--- src/rtl/mem_port_arbiter.sv ---
//==============================================================================
// mem_port_arbiter : shares one multi-cycle single-port memory between the
// fetch (i_*) and data (d_*) ports. Optional macro ARB_RR_EN enables round-robin.
// Revision: 1.0
//==============================================================================
`default_nettype none

module mem_port_arbiter #(
  parameter int ADDR_W = 16,
  parameter int DATA_W = 32,
  parameter int WAIT   = 1
) (
  input  logic              clk,
  input  logic              rst_n,
  input  logic              i_req,
  input  logic [ADDR_W-1:0] i_addr,
  output logic [DATA_W-1:0] i_rdata,
  output logic              i_ack,
  input  logic              d_req,
  input  logic              d_we,
  input  logic [ADDR_W-1:0] d_addr,
  input  logic [DATA_W-1:0] d_wdata,
  output logic [DATA_W-1:0] d_rdata,
  output logic              d_ack,
  output logic              m_en,
  output logic              m_we,
  output logic [ADDR_W-1:0] m_addr,
  output logic [DATA_W-1:0] m_wdata,
  input  logic [DATA_W-1:0] m_rdata,
  output logic              stall
);

  localparam int c_cnt_w = (WAIT > 1) ? $clog2(WAIT) : 1;
  localparam logic [c_cnt_w-1:0] c_cnt_init = c_cnt_w'(WAIT - 1);

  typedef enum logic [1:0] {
    S_IDLE   = 2'd0,
    S_ACCESS = 2'd1,
    S_WAITST = 2'd2,
    S_DONE   = 2'd3
  } state_t;

  state_t             r_state;
  logic [c_cnt_w-1:0] r_cnt;
  logic               r_sel_d;
  logic               r_we;
  logic               r_m_en;
  logic               r_m_we;
  logic [ADDR_W-1:0]  r_m_addr;
  logic [DATA_W-1:0]  r_m_wdata;
  logic               r_i_ack;
  logic               r_d_ack;
  logic [DATA_W-1:0]  r_i_rdata;
  logic [DATA_W-1:0]  r_d_rdata;
  logic               w_any_req;
  logic               w_grant_d;

  assign w_any_req = i_req | d_req;

`ifdef ARB_RR_EN
  logic r_last_i;
  // On contention the port that did not win last time gets the memory.
  assign w_grant_d = d_req & (~i_req | r_last_i);

  always_ff @(posedge clk or negedge rst_n) begin
    if (!rst_n) begin
      r_last_i <= 1'b1;
    end else if (r_state == S_IDLE && w_any_req) begin
      r_last_i <= ~w_grant_d;
    end
  end
`else
  assign w_grant_d = d_req;
`endif

  always_ff @(posedge clk or negedge rst_n) begin
    if (!rst_n) begin
      r_state   <= S_IDLE;
      r_cnt     <= '0;
      r_sel_d   <= 1'b0;
      r_we      <= 1'b0;
      r_m_en    <= 1'b0;
      r_m_we    <= 1'b0;
      r_m_addr  <= '0;
      r_m_wdata <= '0;
      r_i_ack   <= 1'b0;
      r_d_ack   <= 1'b0;
      r_i_rdata <= '0;
      r_d_rdata <= '0;
    end else begin
      case (r_state)
        S_IDLE: begin
          r_i_ack <= 1'b0;
          r_d_ack <= 1'b0;
          if (w_any_req) begin
            // Fetch port is read-only, so d_we only counts for a data grant.
            r_sel_d   <= w_grant_d;
            r_we      <= w_grant_d & d_we;
            r_m_en    <= 1'b1;
            r_m_we    <= w_grant_d & d_we;
            r_m_addr  <= w_grant_d ? d_addr : i_addr;
            r_m_wdata <= w_grant_d ? d_wdata : '0;
            r_state   <= S_ACCESS;
          end
        end
        S_ACCESS: begin
          r_m_en    <= 1'b0;
          r_m_we    <= 1'b0;
          r_m_addr  <= '0;
          r_m_wdata <= '0;
          r_cnt     <= c_cnt_init;
          r_state   <= S_WAITST;
        end
        S_WAITST: begin
          if (r_cnt == '0) begin
            // m_rdata is valid exactly in this last wait cycle.
            if (!r_we) begin
              if (r_sel_d) begin
                r_d_rdata <= m_rdata;
              end else begin
                r_i_rdata <= m_rdata;
              end
            end
            r_d_ack <= r_sel_d;
            r_i_ack <= ~r_sel_d;
            r_state <= S_DONE;
          end else begin
            r_cnt <= r_cnt - 1'b1;
          end
        end
        S_DONE: begin
          r_i_ack <= 1'b0;
          r_d_ack <= 1'b0;
          r_state <= S_IDLE;
        end
        default: begin
          r_state <= S_IDLE;
        end
      endcase
    end
  end

  assign m_en    = r_m_en;
  assign m_we    = r_m_we;
  assign m_addr  = r_m_addr;
  assign m_wdata = r_m_wdata;
  assign i_ack   = r_i_ack;
  assign d_ack   = r_d_ack;
  assign i_rdata = r_i_rdata;
  assign d_rdata = r_d_rdata;
  assign stall   = (i_req & ~r_i_ack) | (d_req & ~r_d_ack);

endmodule

`default_nettype wire
--- config.mk ---
export PLATFORM = sky130hd
export DESIGN_NAME = mem_port_arbiter
export DESIGN_NICKNAME = d
export VERILOG_FILES = /design/src/rtl/mem_port_arbiter.sv
export SDC_FILE = /design/constraint.sdc
export NUM_CORES = 1
export LEC_CHECK = 0
export ABC_AREA = 1
export CAP_MARGIN = 20
export CORE_AREA = 2 2 125 102
export CTS_CLUSTER_SIZE = 12
export DETAILED_ROUTE_END_ITERATION = 7
export DIE_AREA = 0 0 127 104
export HOLD_SLACK_MARGIN = 0.12
export PLACE_DENSITY = 0.79
export SKIP_LAST_GASP = 1
export SYNTH_ARGS = -nofsm -noshare
export SYNTH_HDL_FRONTEND = slang
export SYNTH_SLANG_ARGS = --single-unit
--- constraint.sdc ---
create_clock -name clk -period 1.7 [get_ports clk]
set_clock_uncertainty 0.15 [all_clocks]
set_input_delay 0.34 -clock clk [delete_from_list [all_inputs] [get_ports clk]]
set_output_delay 0.34 -clock clk [all_outputs]
set_load 0.1 [all_outputs]
; ---- Yosys cells after proc, flatten, opt, wreduce, memory -nomap -nowiden
; Index checks and enable logic that the tools add are counted.
[classes]
addsub = 1
eq_ne = 5
reduce_logical = 11
bitwise = 10
n_mux = 19
[op_table]
columns = cell, count
row1 = 2-to-1 mux 32 bit, 2
row2 = one-hot mux 32 bit (2 select lines), 1
row3 = 2-to-1 mux 16 bit, 2
row4 = one-hot mux 16 bit (2 select lines), 1
row5 = one-hot mux 1 bit (2 select lines), 5
row6 = one-hot mux 2 bit (4 select lines), 1
row7 = AND reduction 2 bit, 4
row8 = AND reduction 4 bit, 2
row9 = nonzero test 2 bit, 3
row10 = 2-to-1 mux 1 bit, 5
row11 = NOT 1 bit, 5
row12 = == test 2 bit (second input constant), 2
row13 = 2-to-1 mux 2 bit, 2
row14 = != test 2 bit (second input constant), 2
row15 = bitwise AND 1 bit, 3
row16 = == test 2 x 1 -> 1 bit (second input constant), 1
row17 = zero test 2 bit, 1
row18 = OR 1 bit, 2
row19 = OR reduction 2 bit, 1
row20 = subtractor 1 bit (second input constant), 1
[totals]
reg_bits = 121
output_inout_bits = 117

; ---- Depth between registers and ports, before layout
[logic_depth]
word_depth = 4
mapped_depth = 8
depth_no_buf = 7

; ---- Worst setup path after synthesis
; No wires, ideal clock.
[synth_timing]
path_type = reg2out
from = reg r_d_ack (netlist: d_ack)
to = out stall
n_path_buf = 0
required_ps = 1210
arrival_ps = 2376
path_stages_with_launch = 2
path_slack_ps = -1166
path_cell_list = dfrtp_1 -> o22ai_1
[synth_via]
elab_chain_len = 3
[synth_rtl]
columns = item, line_no
row1 = from (decl), 52  ; logic r_d_ack;
row2 = from (signal assigned), 124  ; r_d_ack <= r_sel_d;
row3 = NOT 1 bit, 151  ; assign stall = (i_req & ~r_i_ack) | (d_req & ~r_d_ack);
row4 = bitwise AND 1 bit, 151
row5 = OR 1 bit, 151
row6 = to (decl), 30  ; output logic stall
; Every way passes these cells.

; ---- Final worst setup path
[layout_timing]
from = in d_req
to = out stall
[layout_via]
elab_chain_len = 2
[layout_rtl]
columns = item, line_no
row1 = from (decl), 19  ; input logic d_req,
row2 = bitwise AND 1 bit, 151
row3 = OR 1 bit, 151
; Every way passes these cells.

==> results.sh <==
export IMPL_antenna_found_initial=0
export IMPL_grt_pass1_vias=4933
export IMPL_cts_sinks=120
export IMPL_cts_buffers=17
export IMPL_slew_headroom_pct=76.8
export IMPL_hold_viol=0
export IMPL_wl_per_cell_um=17.1
export IMPL_synth_cells=547
export IMPL_final_util_pct=76.9
export IMPL_synth_top_area_share_pct=60.9
export IMPL_syn2layout_area_growth_pct=86.9
export IMPL_run_status="finished with violations"
export IMPL_ys_ff_latch=120
export IMPL_clock_fmax_mhz=569
export IMPL_row_count=36
export IMPL_clk_path_buf_depth=2
export IMPL_crit_fanout=3
export IMPL_track_usage_pct=24.8
export IMPL_yosysWarningCount=0
export IMPL_drive_gt1_share_pct=24.2
export IMPL_min_period_over_period_pct=103
export IMPL_slowest_delay_ps=520
export IMPL_finalMaxSlewViolations=0
export IMPL_clock_root_buffer="clkbuf_16"
export IMPL_netlist_area_sq_mm=0.00493
export IMPL_rsz0062_at_grt="true"
export IMPL_critPathSlowestCell="clkdlybuf4s50_1"
export IMPL_synth_fa_ha_area_share_pct=1.02
export IMPL_synth_xor_area_share_pct=0
export IMPL_cts_tree="yes"
export IMPL_clock_latency_ps=400
export IMPL_synthSimpleGateAreaFrac_pct=22.6
export IMPL_die_height_um=104
export IMPL_drtIter0Drc=347
export IMPL_synth_fp_nets=652
export IMPL_crit_arrival_ps=1270
export IMPL_cp_start_kind="input port"
export IMPL_ios=218
export IMPL_io_buffers=217
export IMPL_hold_class="in2async"
export IMPL_cp_required_ps=1210
export IMPL_synth_top_family_by_area="simple AND/OR/NAND/NOR gates"
export IMPL_path_cells="clkdlybuf4s50_1 -> inv_2 -> o22ai_4 -> buf_12"
export IMPL_setup_worst_path_end_class="output port"
export IMPL_vias=4730
export IMPL_maxCapViolCount=0
export IMPL_netlist_top_cell_by_area="dfrtp_1"
export IMPL_fin_crit_ps=1760
export IMPL_core_sq_mm=0.0120
export IMPL_setup_violations=2
export IMPL_tns_ps=-60.4
export IMPL_fin_area_sq_mm=0.00921
export IMPL_fin_nets=878
export IMPL_firstDrtPassIters=5
export IMPL_drt_wl_total_um=16000
export IMPL_place_area_sq_mm=0.00854
export IMPL_synthMuxAreaShare_pct=0
export IMPL_worst_slew_pin_slew_ps=347
export IMPL_drt_antenna_violating_nets=0
export IMPL_violations="setup timing"
export IMPL_drc=0
export IMPL_n_antenna_cell=0
export IMPL_fp_dieW_um=127
export IMPL_vias_per_cell=5.05
export IMPL_synth_distinct_cells=21
export IMPL_crit_type="in2out"
export IMPL_synth_avg_cell_area_sq_um=9.01
export IMPL_path_clk_slew_ps=50
export IMPL_grt_overflow=0
export IMPL_grt_pass1_wl_um=25800
export IMPL_initial_core_util_pct=41.1
export IMPL_grt_max_degree=65
export IMPL_hpwl_um=11600
export IMPL_cts_htree_levels=4
export IMPL_dieArea_sq_mm=0.0132
export IMPL_yosysSeqAreaShare_pct=60.9
export IMPL_yosys_top_cells_area="dfrtp_1, nand2_1, o21ai_1"
export IMPL_place_congestion=0.883
export IMPL_setup_ws_ps=-56.4
export IMPL_synth_compound_area_share_pct=9.04
## critical path, delay by kind of cell
| family | cells | cell delay [ps] |
|---|---|---|
| buffers and inverters | 3 | 780 |
| AO/OA/AOI/OAI | 1 | 140 |
## stage by stage
| step | hold slack (ps) | instances | setup slack (ps) |
|---|---|---|---|
| global route | 147 | 937 | -88.2 |
| floorplan | -106 | 547 | -11.6 |
| detailed placement | 10.3 | 901 | -131 |
| CTS | 126 | 936 | -72.1 |
| global placement | 9.70 | 901 | -111 |
| finish | 150 | 937 | -56.4 |
## cell usage in the layout (no fill, tap or decap), types with 2 or more instances in the layout
| master | Yosys | final |
|---|---|---|
| ha_1 | 4 | 2 |
| buf_12 | 0 | 125 |
| clkbuf_8 | 0 | 3 |
| inv_2 | 6 | 8 |
| nand2_1 | 189 | 189 |
| nand3_2 | 2 | 2 |
| clkbuf_16 | 0 | 17 |
| o21ai_0 | 32 | 32 |
| clkdlybuf4s50_1 | 0 | 98 |
| clkinv_4 | 0 | 2 |
| clkinvlp_4 | 0 | 3 |
| bufinv_16 | 0 | 3 |
| nand2_2 | 2 | 2 |
| o21ai_1 | 54 | 54 |
| nor2_1 | 32 | 32 |
| inv_1 | 35 | 33 |
| buf_4 | 4 | 14 |
| nand4_1 | 33 | 33 |
| dfrtp_1 | 120 | 118 |
## logic make-up after synthesis
logic type / count (synthesis)
simple gates: 262
flops: 120
compound gates: 88
buf+inv: 73
fa+ha+maj: 4
## per-layer routing
| metal | vias up | share of wire [%] | global-route usage (%) |
|---|---|---|---|
| li1 | 2209 | - | - |
| met1 | 2297 | 38 | 27.9 |
| met2 | 199 | 50 | 42.3 |
| met3 | 25 | 11 | 10.2 |
| met4 | 0 | 1.7 | 8.95 |
| met5 | - | 0 | 0 |
## Yosys cell counts (all sizes together)
master,n
buf,22
o21ai,87
o22ai,1
ha,4
dfrtp,120
nand4,33
nor2,33
nand2,192
clkbuf,10
nand3,4
inv,41
## flip-flops by register name (all words and copies together) (netlist names)
signal and count:
r_we 1, m_we 1, d_ack 1, i_rdata 32, d_rdata 32, m_wdata 32
r_sel_d 1, i_ack 1, m_addr 16, m_en 1, r_state 2
## path summary, 6_finish.rpt
check | start | endpoint | slack [ps] | depth (start not counted)
worst max-delay path | d_req | stall | -60 | 4
worst min-delay path | rst_n | m_wdata[27] | 150 | 2
worst max register to register | r_state[0] | d_rdata[31] | 70 | 6
worst min register to register | r_we | r_we | 340 | 2
max in group asynchronous | rst_n | d_rdata[16] | 710 | 3
min in group clk | r_we | r_we | 340 | 2
## area by class of cell
cell class	instances	area, sq um
Inverter	41	154
Sequential cell	120	3010
Multi-Input combinational cell	354	1640
Clock inverter	10	144
Timing Repair Buffer	239	3610
Clock buffer	21	470
Fill cell	707	2770
Tap cell	152	190
## what timing repair did
item	in CTS	in global routing
resized for setup	4	2
hold buffers	1	0
buffers inserted	3	1
endpoints found under the hold margin	120	0
pin swaps	0	1
endpoints found under the setup margin	51	23
Power is not shown: default switching activity piles up to over one toggle a cycle in this logic, so the estimate is an artifact.
